==> config.mk <==
export PLATFORM = sky130hd
export DESIGN_NAME = peripheral_gpio_input_filter
export DESIGN_NICKNAME = d
export VERILOG_FILES = /design/src/rtl/peripheral_gpio_filter_pkg.sv /design/src/rtl/peripheral_gpio_filter_bit.sv /design/src/rtl/peripheral_gpio_input_filter.sv
export SDC_FILE = /design/constraint.sdc
export NUM_CORES = 2
export LEC_CHECK = 0
export CAP_MARGIN = 20
export CORE_MARGIN = 2
export CORE_UTILIZATION = 45
export DETAILED_ROUTE_END_ITERATION = 12
export GPL_ROUTABILITY_DRIVEN = 0
export SETUP_SLACK_MARGIN = 0.1
export SLEW_MARGIN = 20
export SYNTH_ARGS = -nofsm -noshare
export SYNTH_HDL_FRONTEND = slang
export SYNTH_HIERARCHICAL = 1
export SYNTH_SLANG_ARGS = --single-unit
export TNS_END_PERCENT = 50
==> constraint.sdc <==
create_clock -name wb_clk_i -period 3.6 [get_ports wb_clk_i]
set_clock_uncertainty 0.1 [all_clocks]
set_input_delay 0.36 -clock wb_clk_i [delete_from_list [all_inputs] [get_ports wb_clk_i]]
set_output_delay 0.36 -clock wb_clk_i [all_outputs]
set_load 0.005 [all_outputs]
==> src/rtl/peripheral_gpio_filter_pkg.sv <==
// peripheral_gpio_filter_pkg
//   Shared defaults and types for the GPIO input filter.
//   - GPIO_FILTER_SYNC_STAGES    : default synchroniser depth (legal 2..4)
//   - GPIO_FILTER_DEBOUNCE_WIDTH : default width of the per-bit stability counter
//   - flt_action_e               : per-cycle decision taken by each filter bit
package peripheral_gpio_filter_pkg;

  localparam int unsigned GPIO_FILTER_SYNC_STAGES    = 2;
  localparam int unsigned GPIO_FILTER_DEBOUNCE_WIDTH = 16;

  localparam int unsigned GPIO_FILTER_SYNC_STAGES_MIN = 2;
  localparam int unsigned GPIO_FILTER_SYNC_STAGES_MAX = 4;

  // What a filter bit does with its filtered flop and counter this cycle.
  //   FltClear  : synchronised level equals filtered level, counter restarts
  //   FltCount  : level differs but has not been stable long enough yet
  //   FltUpdate : filtered flop takes the synchronised level
  typedef enum logic [1:0] {
    FltClear  = 2'b00,
    FltCount  = 2'b01,
    FltUpdate = 2'b10
  } flt_action_e;

  // True when a requested synchroniser depth is within the supported range.
  function automatic bit sync_stages_legal(int unsigned stages);
    return (stages >= GPIO_FILTER_SYNC_STAGES_MIN) && (stages <= GPIO_FILTER_SYNC_STAGES_MAX);
  endfunction

endpackage

==> src/rtl/peripheral_gpio_filter_bit.sv <==
// peripheral_gpio_filter_bit
//   One pad bit: synchroniser chain, optional debounce, filtered level and
//   registered rise/fall pulses.
//   Ports:
//     clk_i, rst_ni        : clock, asynchronous active-low reset
//     pad_i                : raw asynchronous pad level
//     debounce_en_i        : 1 = debounce, 0 = bypass
//     debounce_limit_i     : stability threshold L in cycles
//     pad_o                : filtered level
//     rise_o, fall_o       : one-cycle pulses aligned with the first cycle of a new pad_o value
module peripheral_gpio_filter_bit
  import peripheral_gpio_filter_pkg::*;
#(
  parameter int unsigned SyncStages    = GPIO_FILTER_SYNC_STAGES,
  parameter int unsigned DebounceWidth = GPIO_FILTER_DEBOUNCE_WIDTH
) (
  input  logic                     clk_i,
  input  logic                     rst_ni,
  input  logic                     pad_i,
  input  logic                     debounce_en_i,
  input  logic [DebounceWidth-1:0] debounce_limit_i,
  output logic                     pad_o,
  output logic                     rise_o,
  output logic                     fall_o
);

  localparam logic [DebounceWidth-1:0] CntOne = DebounceWidth'(1);

  logic [SyncStages-1:0]    sync_q, sync_d;
  logic                     f_q, f_d;
  logic [DebounceWidth-1:0] cnt_q, cnt_d;
  logic                     rise_q, rise_d;
  logic                     fall_q, fall_d;
  logic                     s;
  flt_action_e              action;

  // Oldest synchroniser stage is the only one the filter may look at.
  assign s = sync_q[SyncStages-1];

  always_comb begin
    sync_d = {sync_q[SyncStages-2:0], pad_i};
  end

  // Decide this cycle's action. Bypass is simply "update whenever different";
  // debounce with L=0 collapses to the same thing because cnt_q >= 0 always holds.
  always_comb begin
    action = FltClear;
    if (s == f_q) begin
      action = FltClear;
    end else if (!debounce_en_i) begin
      action = FltUpdate;
    end else if (cnt_q >= debounce_limit_i) begin
      action = FltUpdate;
    end else begin
      action = FltCount;
    end
  end

  // Counter is zeroed on every update and L never exceeds its maximum value,
  // so the increment can never wrap.
  always_comb begin
    f_d    = f_q;
    cnt_d  = '0;
    rise_d = 1'b0;
    fall_d = 1'b0;
    unique case (action)
      FltClear: begin
        cnt_d = '0;
      end
      FltCount: begin
        cnt_d = cnt_q + CntOne;
      end
      FltUpdate: begin
        f_d    = s;
        cnt_d  = '0;
        rise_d = s;
        fall_d = ~s;
      end
      default: begin
        cnt_d = '0;
      end
    endcase
  end

  always_ff @(posedge clk_i or negedge rst_ni) begin
    if (!rst_ni) begin
      sync_q <= '0;
      f_q    <= 1'b0;
      cnt_q  <= '0;
      rise_q <= 1'b0;
      fall_q <= 1'b0;
    end else begin
      sync_q <= sync_d;
      f_q    <= f_d;
      cnt_q  <= cnt_d;
      rise_q <= rise_d;
      fall_q <= fall_d;
    end
  end

  assign pad_o  = f_q;
  assign rise_o = rise_q;
  assign fall_o = fall_q;

endmodule

==> src/rtl/peripheral_gpio_input_filter.sv <==
// peripheral_gpio_input_filter
//   Conditions raw GPIO pads before they reach the GPIO register block:
//   per-bit synchronisation, optional debounce and edge-pulse generation.
//   Ports:
//     wb_clk_i, wb_rst_ni : clock, asynchronous active-low reset
//     pad_i               : raw asynchronous pad inputs
//     debounce_en_i       : per-bit debounce enable (0 = bypass)
//     debounce_limit_i    : shared stability threshold L in cycles
//     pad_o               : filtered levels
//     rise_o, fall_o      : per-bit one-cycle edge pulses
//     change_o            : OR of every rise/fall pulse
module peripheral_gpio_input_filter
  import peripheral_gpio_filter_pkg::*;
#(
  parameter int unsigned GPIO_WIDTH     = 32,
  parameter int unsigned SYNC_STAGES    = GPIO_FILTER_SYNC_STAGES,
  parameter int unsigned DEBOUNCE_WIDTH = GPIO_FILTER_DEBOUNCE_WIDTH
) (
  input  logic                      wb_clk_i,
  input  logic                      wb_rst_ni,
  input  logic [GPIO_WIDTH-1:0]     pad_i,
  input  logic [GPIO_WIDTH-1:0]     debounce_en_i,
  input  logic [DEBOUNCE_WIDTH-1:0] debounce_limit_i,
  output logic [GPIO_WIDTH-1:0]     pad_o,
  output logic [GPIO_WIDTH-1:0]     rise_o,
  output logic [GPIO_WIDTH-1:0]     fall_o,
  output logic                      change_o
);

  // Out-of-range depths are clamped into the supported window rather than
  // producing a broken chain.
  localparam int unsigned SyncStagesUsed =
      sync_stages_legal(SYNC_STAGES)           ? SYNC_STAGES :
      (SYNC_STAGES < GPIO_FILTER_SYNC_STAGES_MIN) ? GPIO_FILTER_SYNC_STAGES_MIN :
                                                 GPIO_FILTER_SYNC_STAGES_MAX;

  for (genvar b = 0; b < GPIO_WIDTH; b++) begin : g_bit
    peripheral_gpio_filter_bit #(
      .SyncStages   (SyncStagesUsed),
      .DebounceWidth(DEBOUNCE_WIDTH)
    ) u_bit (
      .clk_i           (wb_clk_i),
      .rst_ni          (wb_rst_ni),
      .pad_i           (pad_i[b]),
      .debounce_en_i   (debounce_en_i[b]),
      .debounce_limit_i(debounce_limit_i),
      .pad_o           (pad_o[b]),
      .rise_o          (rise_o[b]),
      .fall_o          (fall_o[b])
    );
  end

  // Pulses are already registered, so this reduction is aligned with them.
  assign change_o = |{rise_o, fall_o};

endmodule

==> results <==
- The post-detailed-placement half-perimeter wirelength is 76,200 µm.
- The final routed DRC violation total is 0.
- In the final design database the tool counted about 5,500 nets.
- The area taken by flip-flops and latches is between 15,000 and 20,000 µm².
- Setup repair after global routing left no endpoint under its margin.
- From left edge to right edge, the die measures roughly 310 µm.
- The cell area power density is ~380 nW/µm².
- The total global routing track utilization is 23.0%.
- Entering global routing, the biggest net connects between 90 and 100 pins.
- Row generation in the floorplan step produced 113 rows.
- The wire length reported by the detailed router is 111,000 µm.
- From synthesis to final layout, the design area changed by 15.1%.
- The tree is rooted in a sky130_fd_sc_hd__clkbuf_16.
- The first-pass detailed-route iteration total is 5.
- The multiplexer fraction of the synthesized cell area is less than 1%.
- The final-report hold violation count is 0.
- The die covers around 100,000 µm².
- After detailed routing, the number of vias per cell comes to 5.15.
- The worst slack on hold paths is 0.0622 ns.
- The total placed cells including tap cells is between 6,000 and 7,000.
- The path class of the tightest hold or removal check is in -> reg.
- Of the synthesized area, sequential elements account for 39.1%.
- Counting flops with a built-in enable in the synthesized netlist gives 0.
- The fraction of final layout cells with drive strength greater than 1 is 8.65%.
- The required time of the worst setup path is approximately 3.1 ns.
- Setup violations remaining at the end of the flow were counted as 0.
- After Yosys synthesis, and, or, nand and nor cells account for 19.6% of the synthesized area.
- In this run, CTS created clock tree buffers numbering 81.
- After synthesis, the netlist uses 29 different library cells.
- The post-CTS setup-driven buffer insertion count is 0.
- The synthesized instance count is between 4,000 and 5,000.
- TritonCTS built the clock tree.
- The synthesized netlist devotes under 10% of its cell area to XOR and XNOR gates.
- The worst reg2reg path depth is 7.
- In this run the worst path has a maximum fanout of 2.
- The level count of the clock H-tree is 3.
- The register clock-pin slew on the reported worst setup and hold paths is 0.06 ns.
- Summing the areas of all compound-gate instances in the mapped netlist gives 7.63% of the synthesized area.
- The initial antenna violation count is 2.
- The placement-stage cell area is roughly 47,000 µm².
- Buffers placed on the I/O ports in this run total between 150 and 200.
- Excluding fillers, the count of instances in the completed layout stands at 6,171.
- Across the VDD grid, the largest voltage drop is 328 µV.
- STA classifies the critical path startpoint as a flop.
- The count of state elements after synthesis is 672.
- The maximum buffer depth of the clock tree is 3.
- The netlist area before placement is 43,000 µm².
- The area inside the core boundary is 94,900 µm².
- The worst pin sits at a relative slew slack of 54.8%.
- The number of max-slew violations in the final report came to 0.
- The number of routed nets with antenna violations is 0.
- The TritonCTS sink count is about 670.
- The register-to-register path setup slack is 1.21 ns.
- The share of the cycle needed by the critical path after routing is 94.3%.
- The critical path starts at g_bit[16].u_bit/rise_o.
- The reg-to-reg critical path endpoint is g_bit[11].u_bit/cnt_q[11].
- The post-synthesis adder-cell area fraction is 15.8%.
- The prevailing post-synth register cell is sky130_fd_sc_hd__dfrtp_1.
- The run finished with clean final reports.
- Max-cap violations in this run came to 0.
- The later-pin clock latency in the skew report is 0.64 ns.
- The transition time at the pin with the least slew margin is 0.678 ns.
- When the netlist entered floorplanning its net count stood at 5,191.
- The timing endpoint of the critical path is change_o.
- For the worst setup path, the data arrival time is 2.94 ns.
- The combinational family with the most area after synthesis is simple AND/OR/NAND/NOR gates.
- The worst path needs 3.40 ns of the cycle, external delays included.
- The die height is 313 µm.
- The standby leakage power is roughly 24 nW.
- Once the floorplan was initialized, standard cells occupied 45.3% of the core.
- The average cell area after synthesis is 9.42 µm².
- For this run, the number of Yosys warnings is 6.
- The share of synthesized flip-flops with an asynchronous set or reset is 100%.
- The worst setup path is captured at a primary output.
- The via count of the first global-routing pass is around 31,000.
- The first global-routing pass estimated 176,000 µm of wire.
- The detailed router finished its first iteration with 1,858 violations.
- The layout has 8,643 filler cells.
- The critical path is of the reg -> out type.
- The residual overflow from global routing is 0.
- In the final routed layout, each cell accounts on average for 18.0 µm.
- The cell area after layout is 49,500 µm².
- The area of the multi-input gates is 23,100 µm².
- The design draws ~19 mW.
- The peak clock frequency supported by timing is roughly 300 MHz.
- For this design the top-level I/O count stands at 179.
- The count of vias placed by the detailed router is 31,800.
- The startpoint of the most critical register-to-register path is g_bit[11].u_bit/cnt_q[0].
- For the final routed database, the setup TNS stands at 0 ns.
[state kept, by name, indices dropped and copies added (netlist names)]
| signal | flops |
|---|---|
| g_bit.u_bit/pad_o | 32 |
| g_bit.u_bit/rise_o | 32 |
| g_bit.u_bit/fall_o | 32 |
| g_bit.u_bit/cnt_q | 512 |
| g_bit.u_bit/sync_q | 64 |
[through the flow]
step	utilization, %	setup WS [ns]
after floorplan	-	1.65
after global placement	49.1	0.762
after detailed placement	49.1	0.707
after CTS	52.2	0.118
after global routing	52.2	0.103
final	52.2	0.205
[per-layer routing]
layer / vias up / track usage [%] / part of all wire [%] / wire (µm)
li1: 15800 / - / - / -
met1: 15200 / 32.1 / 47 / 52000
met2: 569 / 35.6 / 44 / 48400
met3: 163 / 4.70 / 5.9 / 6550
met4: 2 / 7.69 / 3.5 / 3860
met5: - / 0 / 0.012 / 13
[placed cells by master, fill, tap and decap left out, types with 33 or more instances in the layout]
| cell type | n |
|---|---|
| sky130_fd_sc_hd__inv_1 | 736 |
| sky130_fd_sc_hd__nor2_1 | 672 |
| sky130_fd_sc_hd__dfrtp_1 | 671 |
| sky130_fd_sc_hd__ha_1 | 544 |
| sky130_fd_sc_hd__nand3_1 | 384 |
| sky130_fd_sc_hd__xnor2_1 | 256 |
| sky130_fd_sc_hd__xor2_1 | 224 |
| sky130_fd_sc_hd__nand2_1 | 192 |
| sky130_fd_sc_hd__clkdlybuf4s50_1 | 161 |
| sky130_fd_sc_hd__a21oi_1 | 128 |
| sky130_fd_sc_hd__nand4_1 | 100 |
| sky130_fd_sc_hd__nor3_1 | 96 |
| sky130_fd_sc_hd__clkbuf_16 | 85 |
| sky130_fd_sc_hd__o21ai_0 | 64 |
| sky130_fd_sc_hd__and3b_1 | 64 |
| sky130_fd_sc_hd__nor4_4 | 33 |
[worst max-delay path, cell delays in order (launching register included)]
cell and delay (ns):
sky130_fd_sc_hd__dfrtp_1 0.51, sky130_fd_sc_hd__nor4_2 0.32, sky130_fd_sc_hd__buf_4 0.24, sky130_fd_sc_hd__nand4_1 0.17, sky130_fd_sc_hd__or4_4 0.57, sky130_fd_sc_hd__clkdlybuf4s50_1 0.48
[repair_timing]
item / in CTS / in global routing
hold buffers: 1 / 0
pin swaps: 1 / 1
gates resized for setup: 1 / 3
endpoints found under the setup margin: 1 / 1
hold endpoints to repair: 58 / 0
[layout make-up]
| class | instances | share of cell area (%) |
|---|---|---|
| antenna | 2 | 0.0101 |
| clock buffer | 119 | 4.92 |
| clock inverter | 30 | 0.872 |
| tap | 1265 | 3.20 |
| sequential | 672 | 34.0 |
| inverter | 736 | 5.58 |
| timing repair buffer | 222 | 4.78 |
| multi-input combinational | 3125 | 46.7 |
[how the worst min path moves through the flow]
stage | from | end | slack (ns) | depth (start not counted)
2_1_floorplan | wb_rst_ni | g_bit[0].u_bit/cnt_q[0] | -0.04 | 0
3_3_place_gp | g_bit[8].u_bit/sync_q[0] | g_bit[8].u_bit/sync_q[1] | 0.23 | 0
3_5_place_dp | g_bit[4].u_bit/sync_q[0] | g_bit[4].u_bit/sync_q[1] | 0.23 | 0
4_1_cts | pad_i[18] | g_bit[18].u_bit/sync_q[0] | 0.02 | 1
5_1_grt | pad_i[18] | g_bit[18].u_bit/sync_q[0] | 0.02 | 1
6_report | pad_i[8] | g_bit[8].u_bit/sync_q[0] | 0.06 | 1
[logic make-up after synthesis]
group	after synthesis
adder cells (fa/ha/maj)	544
multiplexers	32
AND/OR/NAND/NOR	1653
flip-flops	672
buffers and inverters	768
XOR/XNOR	480
AO/OA/AOI/OAI	416
[where the power goes]
group          total, mW  internal [mW]  leakage [nW]  switching (mW)
registers           7.96           7.73          9.10           0.234
clock network       8.77           5.41          1.39            3.37
logic               1.91          0.713          13.7            1.20
[cell usage after synthesis, drive strengths merged, types with 64 or more instances]
cell	number	share of area [%]
a21oi	160	2.1
inv	736	6.4
xnor2	256	5.2
nand2	192	1.7
nand4	132	2.4
o21ai	128	1.8
ha	544	16
nor3	96	1.1
xor2	224	4.6
nand3	384	4.5
and3b	64	1.3
dfrtp	672	39
nor2	704	6.3
Note: power is estimated with default switching activity, not from simulation.
